$ cat config.mk
export PLATFORM = sky130hd
export DESIGN_NAME = data_bus_bridge_flat
export DESIGN_NICKNAME = d
export VERILOG_FILES = /design/src/rtl/data_bus_bridge_if.sv /design/src/rtl/data_bus_bridge.sv /design/src/flat_wrapper.sv
export SDC_FILE = /design/constraint.sdc
export NUM_CORES = 1
export LEC_CHECK = 0
export ABC_CLOCK_PERIOD_IN_PS = 1600
export CAP_MARGIN = 20
export CELL_PAD_IN_SITES_DETAIL_PLACEMENT = 1
export CELL_PAD_IN_SITES_GLOBAL_PLACEMENT = 1
export CORE_UTILIZATION = 28
export CTS_CLUSTER_DIAMETER = 120
export DETAILED_ROUTE_END_ITERATION = 7
export PLACE_DENSITY_LB_ADDON = 0.1
export SLEW_MARGIN = 20
export SYNTH_ARGS = -nofsm -noshare
export SYNTH_HDL_FRONTEND = slang
export SYNTH_SLANG_ARGS = --single-unit
$ cat constraint.sdc
create_clock -name i_clk -period 1.6 [get_ports i_clk]
set_input_delay 0.16 -clock i_clk [delete_from_list [all_inputs] [get_ports i_clk]]
set_output_delay 0.16 -clock i_clk [all_outputs]
set_load 0.02 [all_outputs]
$ cat src/rtl/data_bus_bridge_if.sv
// rtl/data_bus_bridge_if.sv - Wishbone B4 classic signal bundle between the bridge and the bus fabric
interface data_bus_bridge_if;
    logic        o_wb_cyc;
    logic        o_wb_stb;
    logic        o_wb_we;
    logic [29:0] o_wb_adr;
    logic [3:0]  o_wb_sel;
    logic [31:0] o_wb_dat;
    logic [31:0] i_wb_dat;
    logic        i_wb_ack;
    logic        i_wb_err;

    modport master (
        output o_wb_cyc, o_wb_stb, o_wb_we, o_wb_adr, o_wb_sel, o_wb_dat,
        input  i_wb_dat, i_wb_ack, i_wb_err
    );

    modport slave (
        input  o_wb_cyc, o_wb_stb, o_wb_we, o_wb_adr, o_wb_sel, o_wb_dat,
        output i_wb_dat, i_wb_ack, i_wb_err
    );
endinterface

$ cat src/rtl/data_bus_bridge.sv
// rtl/data_bus_bridge.sv - multi-cycle bridge from the core data port to a Wishbone B4 classic bus
module data_bus_bridge #(
    parameter int unsigned TIMEOUT_CYCLES = 255
) (
    input  logic                    i_clk,
    input  logic                    rst,
    input  logic                    i_req_valid,
    input  logic [31:0]             i_req_addr,
    input  logic [31:0]             i_req_wdata,
    input  logic [1:0]              i_req_width,
    input  logic                    i_req_we,
    input  logic                    i_req_zeroextend,
    output logic                    o_stall,
    output logic [31:0]             o_rdata,
    output logic                    o_rdata_valid,
    output logic                    o_bus_err,
    output logic                    o_misaligned,
    data_bus_bridge_if.master       wb
);
    if (TIMEOUT_CYCLES < 1 || TIMEOUT_CYCLES > 65535) begin : g_bad_timeout
        $error("data_bus_bridge: TIMEOUT_CYCLES must be 1..65535");
    end

    localparam logic [15:0] LAST_CNT = 16'(TIMEOUT_CYCLES - 1);

    typedef enum logic [1:0] {
        ST_IDLE,
        ST_BUS,
        ST_DONE
    } state_t;

    state_t      state;
    state_t      state_next;
    logic [15:0] cnt;
    logic [1:0]  lat_width;
    logic [1:0]  lat_off;
    logic        lat_we;
    logic        lat_zext;
    logic        accept;
    logic        misaligned_req;
    logic        bus_done;
    logic [3:0]  req_sel;
    logic [31:0] req_wdat;
    logic [7:0]  rd_byte;
    logic [15:0] rd_half;
    logic [31:0] load_data;

    assign accept   = i_req_valid && (state != ST_BUS);
    assign o_stall  = accept || (state == ST_BUS);
    assign bus_done = wb.i_wb_ack || wb.i_wb_err || (cnt == LAST_CNT);

    always_comb begin
        misaligned_req = 1'b0;
        case (i_req_width)
            2'b00:   misaligned_req = 1'b0;
            2'b01:   misaligned_req = i_req_addr[0];
            2'b10:   misaligned_req = |i_req_addr[1:0];
            default: misaligned_req = 1'b1;
        endcase
    end

    // Narrow stores are replicated across the word so any lane the slave picks holds the data.
    always_comb begin
        req_sel  = 4'b1111;
        req_wdat = i_req_wdata;
        case (i_req_width)
            2'b00: begin
                req_sel  = 4'b0001 << i_req_addr[1:0];
                req_wdat = {4{i_req_wdata[7:0]}};
            end
            2'b01: begin
                req_sel  = i_req_addr[1] ? 4'b1100 : 4'b0011;
                req_wdat = {2{i_req_wdata[15:0]}};
            end
            default: ;
        endcase
    end

    always_comb begin
        rd_byte = wb.i_wb_dat[7:0];
        case (lat_off)
            2'd0:    rd_byte = wb.i_wb_dat[7:0];
            2'd1:    rd_byte = wb.i_wb_dat[15:8];
            2'd2:    rd_byte = wb.i_wb_dat[23:16];
            default: rd_byte = wb.i_wb_dat[31:24];
        endcase
        rd_half   = lat_off[1] ? wb.i_wb_dat[31:16] : wb.i_wb_dat[15:0];
        load_data = wb.i_wb_dat;
        case (lat_width)
            2'b00:   load_data = {{24{rd_byte[7] & ~lat_zext}}, rd_byte};
            2'b01:   load_data = {{16{rd_half[15] & ~lat_zext}}, rd_half};
            default: ;
        endcase
    end

    always_comb begin
        state_next = state;
        case (state)
            ST_IDLE, ST_DONE: begin
                if (accept) begin
                    state_next = misaligned_req ? ST_DONE : ST_BUS;
                end else begin
                    state_next = ST_IDLE;
                end
            end
            ST_BUS: begin
                if (bus_done) begin
                    state_next = ST_DONE;
                end
            end
            default: state_next = ST_IDLE;
        endcase
    end

    always_ff @(posedge i_clk) begin
        if (rst) begin
            state <= ST_IDLE;
        end else begin
            state <= state_next;
        end
    end

    // Response flags default low every cycle so they pulse for exactly the DONE cycle.
    always_ff @(posedge i_clk) begin
        if (rst) begin
            cnt           <= 16'd0;
            lat_width     <= 2'b00;
            lat_off       <= 2'b00;
            lat_we        <= 1'b0;
            lat_zext      <= 1'b0;
            o_rdata       <= 32'd0;
            o_rdata_valid <= 1'b0;
            o_bus_err     <= 1'b0;
            o_misaligned  <= 1'b0;
            wb.o_wb_cyc   <= 1'b0;
            wb.o_wb_stb   <= 1'b0;
            wb.o_wb_we    <= 1'b0;
            wb.o_wb_adr   <= 30'd0;
            wb.o_wb_sel   <= 4'd0;
            wb.o_wb_dat   <= 32'd0;
        end else begin
            o_rdata       <= 32'd0;
            o_rdata_valid <= 1'b0;
            o_bus_err     <= 1'b0;
            o_misaligned  <= 1'b0;
            case (state)
                ST_IDLE, ST_DONE: begin
                    if (accept) begin
                        if (misaligned_req) begin
                            o_rdata_valid <= 1'b1;
                            o_misaligned  <= 1'b1;
                        end else begin
                            cnt         <= 16'd0;
                            lat_width   <= i_req_width;
                            lat_off     <= i_req_addr[1:0];
                            lat_we      <= i_req_we;
                            lat_zext    <= i_req_zeroextend;
                            wb.o_wb_cyc <= 1'b1;
                            wb.o_wb_stb <= 1'b1;
                            wb.o_wb_we  <= i_req_we;
                            wb.o_wb_adr <= i_req_addr[31:2];
                            wb.o_wb_sel <= req_sel;
                            wb.o_wb_dat <= req_wdat;
                        end
                    end
                end
                ST_BUS: begin
                    cnt <= cnt + 16'd1;
                    if (bus_done) begin
                        wb.o_wb_cyc   <= 1'b0;
                        wb.o_wb_stb   <= 1'b0;
                        wb.o_wb_we    <= 1'b0;
                        o_rdata_valid <= 1'b1;
                        if (wb.i_wb_ack) begin
                            o_rdata <= lat_we ? 32'd0 : load_data;
                        end else begin
                            o_bus_err <= 1'b1;
                        end
                    end
                end
                default: ;
            endcase
        end
    end
endmodule

$ cat src/flat_wrapper.sv
// flat-port wrapper written by rule: the top's interface ports become plain ports
module data_bus_bridge_flat 
#(
    parameter int unsigned TIMEOUT_CYCLES = 255
)
  (i_clk, rst, i_req_valid, i_req_addr, i_req_wdata, i_req_width, i_req_we, i_req_zeroextend, o_stall, o_rdata, o_rdata_valid, o_bus_err, o_misaligned, wb_o_wb_cyc, wb_o_wb_stb, wb_o_wb_we, wb_o_wb_adr, wb_o_wb_sel, wb_o_wb_dat, wb_i_wb_dat, wb_i_wb_ack, wb_i_wb_err);
  data_bus_bridge_if wb_i ();
  input  logic i_clk;
  input  logic rst;
  input  logic i_req_valid;
  input  logic [31:0] i_req_addr;
  input  logic [31:0] i_req_wdata;
  input  logic [1:0] i_req_width;
  input  logic i_req_we;
  input  logic i_req_zeroextend;
  output logic o_stall;
  output logic [31:0] o_rdata;
  output logic o_rdata_valid;
  output logic o_bus_err;
  output logic o_misaligned;
  output wire logic [$bits(wb_i.o_wb_cyc)-1:0] wb_o_wb_cyc;
  output wire logic [$bits(wb_i.o_wb_stb)-1:0] wb_o_wb_stb;
  output wire logic [$bits(wb_i.o_wb_we)-1:0] wb_o_wb_we;
  output wire logic [$bits(wb_i.o_wb_adr)-1:0] wb_o_wb_adr;
  output wire logic [$bits(wb_i.o_wb_sel)-1:0] wb_o_wb_sel;
  output wire logic [$bits(wb_i.o_wb_dat)-1:0] wb_o_wb_dat;
  input wire logic [$bits(wb_i.i_wb_dat)-1:0] wb_i_wb_dat;
  input wire logic [$bits(wb_i.i_wb_ack)-1:0] wb_i_wb_ack;
  input wire logic [$bits(wb_i.i_wb_err)-1:0] wb_i_wb_err;
  assign wb_o_wb_cyc = wb_i.o_wb_cyc;
  assign wb_o_wb_stb = wb_i.o_wb_stb;
  assign wb_o_wb_we = wb_i.o_wb_we;
  assign wb_o_wb_adr = wb_i.o_wb_adr;
  assign wb_o_wb_sel = wb_i.o_wb_sel;
  assign wb_o_wb_dat = wb_i.o_wb_dat;
  assign wb_i.i_wb_dat = wb_i_wb_dat;
  assign wb_i.i_wb_ack = wb_i_wb_ack;
  assign wb_i.i_wb_err = wb_i_wb_err;
  data_bus_bridge #(.TIMEOUT_CYCLES(TIMEOUT_CYCLES)) u_core (.i_clk(i_clk), .rst(rst), .i_req_valid(i_req_valid), .i_req_addr(i_req_addr), .i_req_wdata(i_req_wdata), .i_req_width(i_req_width), .i_req_we(i_req_we), .i_req_zeroextend(i_req_zeroextend), .o_stall(o_stall), .o_rdata(o_rdata), .o_rdata_valid(o_rdata_valid), .o_bus_err(o_bus_err), .o_misaligned(o_misaligned), .wb(wb_i));
endmodule
==> results of run 1 <==
[metrics by stage]
step | setup slack (ns) | power [W]
finish | 0.0328 | 0.00929
global route | -0.0368 | 0.00965
CTS | -0.0119 | 0.00937
detailed placement | -0.398 | 0.00488
global placement | -0.357 | 0.00484
floorplan | -0.0220 | 0.00408
[path summary, 6_finish.rpt]
kind / start / endpoint / slack [ns]
setup reg to reg: u_core.lat_off[1] / u_core.o_rdata[24] / 0.03
hold reg to reg: u_core.wb.o_wb_adr[20] / u_core.wb.o_wb_adr[20] / 0.45
hold / removal: rst / u_core.o_bus_err / 0.19
setup / recovery: u_core.lat_off[1] / u_core.o_rdata[24] / 0.03
[synth_stat cells, drive strengths merged, types with 2 or more instances]
cell type | instances | share of area [%]
or3 | 4 | 0.46
nand4 | 4 | 0.46
dfxtp | 127 | 47
clkbuf | 31 | 2.2
and4 | 3 | 0.49
a2111oi | 4 | 0.65
nor3 | 4 | 0.37
a21oi | 90 | 9.0
buf | 23 | 2.3
and3 | 2 | 0.23
a311oi | 14 | 2.3
a22o | 2 | 0.32
a31oi | 11 | 1.3
or2 | 5 | 0.58
or4 | 4 | 0.56
ha | 2 | 0.46
a22oi | 4 | 0.56
a41oi | 3 | 0.49
a211oi | 10 | 1.4
a221oi | 4 | 1.1
a21o | 3 | 0.42
o21ai | 19 | 1.8
o21bai | 4 | 0.56
mux2i | 22 | 4.1
a222oi | 3 | 0.56
nand3 | 6 | 0.56
o211ai | 10 | 1.4
inv | 9 | 0.63
nor2b | 8 | 0.93
nand2 | 152 | 11
nor2 | 39 | 2.7
nand2b | 7 | 0.81
[layer usage]
metal  track usage [%]  part of all wire [%]  wire, um  vias up
li1                  -                     -         -     2757
met1              23.1                    42      8340     2719
met4              7.09                   1.9       369        0
met5                 0                     0         0        -
met3              7.51                   7.5      1490       36
met2              35.4                    49      9680      168
[where the power goes]
group / internal [W] / switching [W] / leakage, nW
clock: 0.00291 / 0.00152 / 0.325
sequential: 0.00329 / 0.0000666 / 1.04
combinational: 0.000736 / 0.000767 / 2.17
[area by class of cell]
type | count | area (um^2) | share of cell area (%)
multi-input combinational | 459 | 2730 | 30.4
inverter | 10 | 37.5 | 0.418
tap | 234 | 293 | 3.26
timing repair buffer | 269 | 2700 | 30.0
clock buffer | 21 | 470 | 5.24
clock inverter | 11 | 201 | 2.24
sequential | 127 | 2550 | 28.4
[cell families after synthesis]
logic type               synth area share (%)
AND/OR/NAND/NOR                          19.9
AO/OA/AOI/OAI                            22.9
flip-flops                               47.1
buffers and inverters                    5.22
adder cells (fa/ha/maj)                 0.464
multiplexers                             4.29
[state kept, by name, summed over array words and instances (netlist names), 2 cells and up]
name and flops:
u_core.cnt 16, u_core.lat_off 2, u_core.lat_width 2, u_core.o_rdata 32, u_core.state 2, u_core.wb.o_wb_adr 30
u_core.wb.o_wb_dat 32, u_core.wb.o_wb_sel 4
[worst max-delay path: stages (launching register included)]
cell and delay (ns):
dfxtp_2 0.33, or3_1 0.36, o32a_1 0.20, a211o_1 0.30
buf_12 0.17, a21oi_2 0.12
[what timing repair did]
item / CTS / global route
gates cloned: 1 / 0
setup buffers: 0 / 3
pin swaps: 3 / 7
endpoints found under the setup margin: 25 / 65
resized for setup: 20 / 52
==> results.toml, run 1 <==
[outcome]
status = "finished clean"

[final_layout]
fillers = 2119
final_cell_mix = "clkdlybuf4s50_1, nand2_1, dfxtp_1"
synthToLayoutAreaGrowth_pct = 66.5
antenna_cells = 0
final_area_um2 = 8980
drive_gt1_share_pct = 16.7
final_nets = 991
final_common_cell = "clkdlybuf4s50_1"
layoutNonFillerInstCount = 1131
final_util_pct = 47.9

[cts]
cts_tree = "yes"
cts_max_level = 4
cts_buffer_depth = 2
cts_sinks = 127
clk_latency_ns = 0.43
root_buffer = "clkbuf_16"
numCtsBuffers = 17
clk_pin_slew_ns = 0.06
cts_hold_buf = 0

[worst_hold_path]
min_path_type = "in -> reg"
min_path_cells = 5

[synth]
ys_seq_area_share_pct = 47.1
syn_area_um2 = 5390
synth_warnings = 0
ys_ff_latch = 127
synth_cell_types = 55
syn_avg_cell_area_um2 = 8.30
synth_fp_nets = 757
synth_cells = 650
synth_enable_flop_cells = 0
synthFlopType = "dfxtp_1"
async_flop_share_pct = 0

[detailed_routing]
drt-total-wl_um = 19900
wl_per_cell_um = 17.6
first_pass_iters = 6
drtAntennaViolNets = 0
vias = 5680
vias_per_cell = 5.02
drc_errors = 0
drt_iter0_markers = 209

[worst_setup_path]
cp-start-kind = "flop"
r2r_cells = 5
worst-path-max-fanout = 16
critPathCaptureType = "flop"
path_class = "reg -> reg"
worstPathArrival_ns = 1.92
cp.required_ns = 1.96

[die]
fp.coreArea_um2 = 18800
ios = 210
die_height_um = 141
row_count = 50
die_x_um = 141
initial_core_util_pct = 28.7
dieArea_um2 = 19800

[placed_design]
dpl.cell_count = 1095
portBuffers = 209
gp_congestion = 0.821
dpl.hpwl_um = 14000
placed_cell_area_um2 = 8060

[global_routing]
antenna_found_initial = 0
grt_pass1_wl_um = 31500
gr-total-overflow = 0
groute.usage.overall_pct = 20.5
grt_max_degree = 62
grt_pass1_vias = 6002

[timing]
fmax_ghz = 0.638
setup-tns-final_ns = 0
slew_headroom_pct = 71.6
finClkSkew_ns = 0.00614
setup_viol = 0
slew_violations = 0
fin_crit_sh_pct = 97.9
hold_viol_final = 0
worst_slew_pin_slew_ns = 0.415
rsz0062_at_grt = "yes"
hold_ws_ns = 0.193
layout_min_cycle_time_ns = 1.57

[job]
maxCapViolations = 0

[power]
leakage_nw = 3.53
peakVddDrop_mv = 0.733
power_density_nw_per_um2 = 1030
Note: power is estimated with default switching activity, not from simulation.
==> run 2, diff against run 1 <==
Settings changed: MAX_ROUTING_LAYER set to met4.
==> run 2 against run 1 <==
Effect of this change: worst setup slack lost 0.00081 ns; routed wire length is 1.7% higher; register-to-register slack is essentially flat; clock power hardly changed; sequential power is essentially flat; flip-flop and latch count unchanged; clock skew hardly changed; final area grew 0.52%; largest power group unchanged; die area unchanged; utilization is 0.25 points higher; sequential share of layout area fell by 0.15 points.
==> results.toml, run 2 (same netlist as run 1, synthesis figures left out) <==
[global_routing]
gr-total-overflow = 0
grt_pass1_wl_um = 31400
grt_pass1_vias = 6019
grt_max_degree = 62
antenna_found_initial = 0
groute.usage.overall_pct = 21.1

[final_layout]
final_nets = 994
final_cell_mix = "clkdlybuf4s50_1, nand2_1, dfxtp_1"
layoutNonFillerInstCount = 1134
synthToLayoutAreaGrowth_pct = 67.4
antenna_cells = 0
final_common_cell = "clkdlybuf4s50_1"
fillers = 2124
drive_gt1_share_pct = 16.6
largestRegisters = "u_core.o_rdata x32, u_core.wb.o_wb_dat x32, u_core.wb.o_wb_adr x30"

[cts]
cts_max_level = 4
cts_hold_buf = 0
root_buffer = "clkbuf_16"
cts_buffer_depth = 2
clk_latency_ns = 0.43
cts_sinks = 127
clk_pin_slew_ns = 0.06
cts_tree = "yes"
numCtsBuffers = 17

[detailed_routing]
wl_per_cell_um = 17.8
drc_errors = 0
vias = 5700
topRoutingLayerUsed = "met4"
drt_iter0_markers = 171
dr_wl_met2_um = 9940
first_pass_iters = 4
drt-total-wl_um = 20200
dr_wl_met3_um = 1270
drtAntennaViolNets = 0
vias_per_cell = 5.03
wl_met1_um = 8660

[worst_setup_path]
path_delay_family = "compound AO/OA/AOI/OAI gates"
r2r-start = "u_core.lat_off[1]"
worstPathArrival_ns = 1.92
path_class = "reg -> reg"
critPathCaptureType = "flop"
critPathBufInv = 1
max_stage_delay_ns = 0.37
crit_chain = "or3_1, o32a_1, a211o_1, buf_12, a21oi_2"
cp-start-kind = "flop"
cp.required_ns = 1.96
worst_path_max_delay_cell = "or3_1"
worst-path-max-fanout = 16
crit_start = "u_core.lat_off[1]"

[timing]
worst_slew_pin_slew_ns = 0.405
fmax_ghz = 0.638
finClkSkew_ns = 0.00604
rsz0062_at_grt = "yes"
setup_viol = 0
slew_violations = 0
layout_min_cycle_time_ns = 1.57
setup-tns-final_ns = 0
hold_viol_final = 0
fin_crit_sh_pct = 98.0
slew_headroom_pct = 72.3

[die]
fp.coreArea_um2 = 18800
ios = 210
initial_core_util_pct = 28.7
die_height_um = 141
die_x_um = 141
dieArea_um2 = 19800
row_count = 50

[worst_hold_path]
min_from = "rst"
min_path_type = "in -> reg"

[outcome]
status = "finished clean"

[placed_design]
gp_congestion = 0.833
dpl.cell_count = 1095
portBuffers = 209
dpl.hpwl_um = 14000

[power]
peakVddDrop_mv = 0.734
leakage_nw = 3.54
total_power_w = 0.00931
power_density_nw_per_um2 = 1030

[job]
maxCapViolations = 0
run 2: per-layer routing:
layer	up-vias	global-route usage (%)
li1	2761	-
met1	2746	23.7
met5	-	-
met2	160	35.5
met4	0	7.27
met3	33	6.39
run 2: final timing paths:
path                                  to  slack, ns  depth (start not counted)
hold reg to reg   u_core.wb.o_wb_adr[20]       0.45                          2
setup / recovery      u_core.o_rdata[24]       0.03                          5
hold / removal          u_core.o_bus_err       0.19                          5
setup reg to reg      u_core.o_rdata[24]       0.03                          5
run 2: layout make-up:
cell class | count | area (um^2) | share of cell area, %
timing repair buffer | 272 | 2760 | 30.6
multi-input combinational | 459 | 2710 | 30.0
sequential | 127 | 2550 | 28.3
clock buffer | 21 | 470 | 5.21
tap | 234 | 293 | 3.24
clock inverter | 11 | 201 | 2.23
inverter | 10 | 37.5 | 0.416
run 2: report_power, final:
part | switching (W) | total (W) | leakage, nW | internal [W]
Clock | 0.00152 | 0.00443 | 0.325 | 0.00291
Sequential | 0.0000670 | 0.00336 | 1.04 | 0.00329
Combinational | 0.000774 | 0.00152 | 2.18 | 0.000751
Total | 0.00236 | 0.00931 | 3.54 | 0.00695
run 2: tightest hold or removal path, stage by stage:
cell     delay [ns]
buf_4          0.10
nor2_1         0.05
buf_4          0.13
inv_1          0.07
nor3b_2        0.05
run 2: stage by stage:
step | area [um^2] | setup WS [ns] | utilization [%] | hold WS [ns]
after CTS | 8800 | -0.0119 | 46.9 | 0.175
final | 9030 | 0.0320 | 48.1 | 0.193
after global placement | 8060 | -0.357 | 42.9 | 0.441
after floorplan | 5390 | -0.0220 | - | 0.236
after global routing | 9030 | -0.0368 | 48.1 | 0.204
after detailed placement | 8060 | -0.398 | 42.9 | 0.450
run 2: timing repair:
action | CTS | global route
pin swaps | 3 | 6
resized for setup | 20 | 50
setup buffers | 0 | 4
gates cloned | 1 | 2
endpoints found under the setup margin | 25 | 64
==> run 3, diff against run 2 <==
Settings changed: GPL_ROUTABILITY_DRIVEN set to 1.
==> results of run 3 <==
Final layout, timing and power as in run 2 (identical DEF).
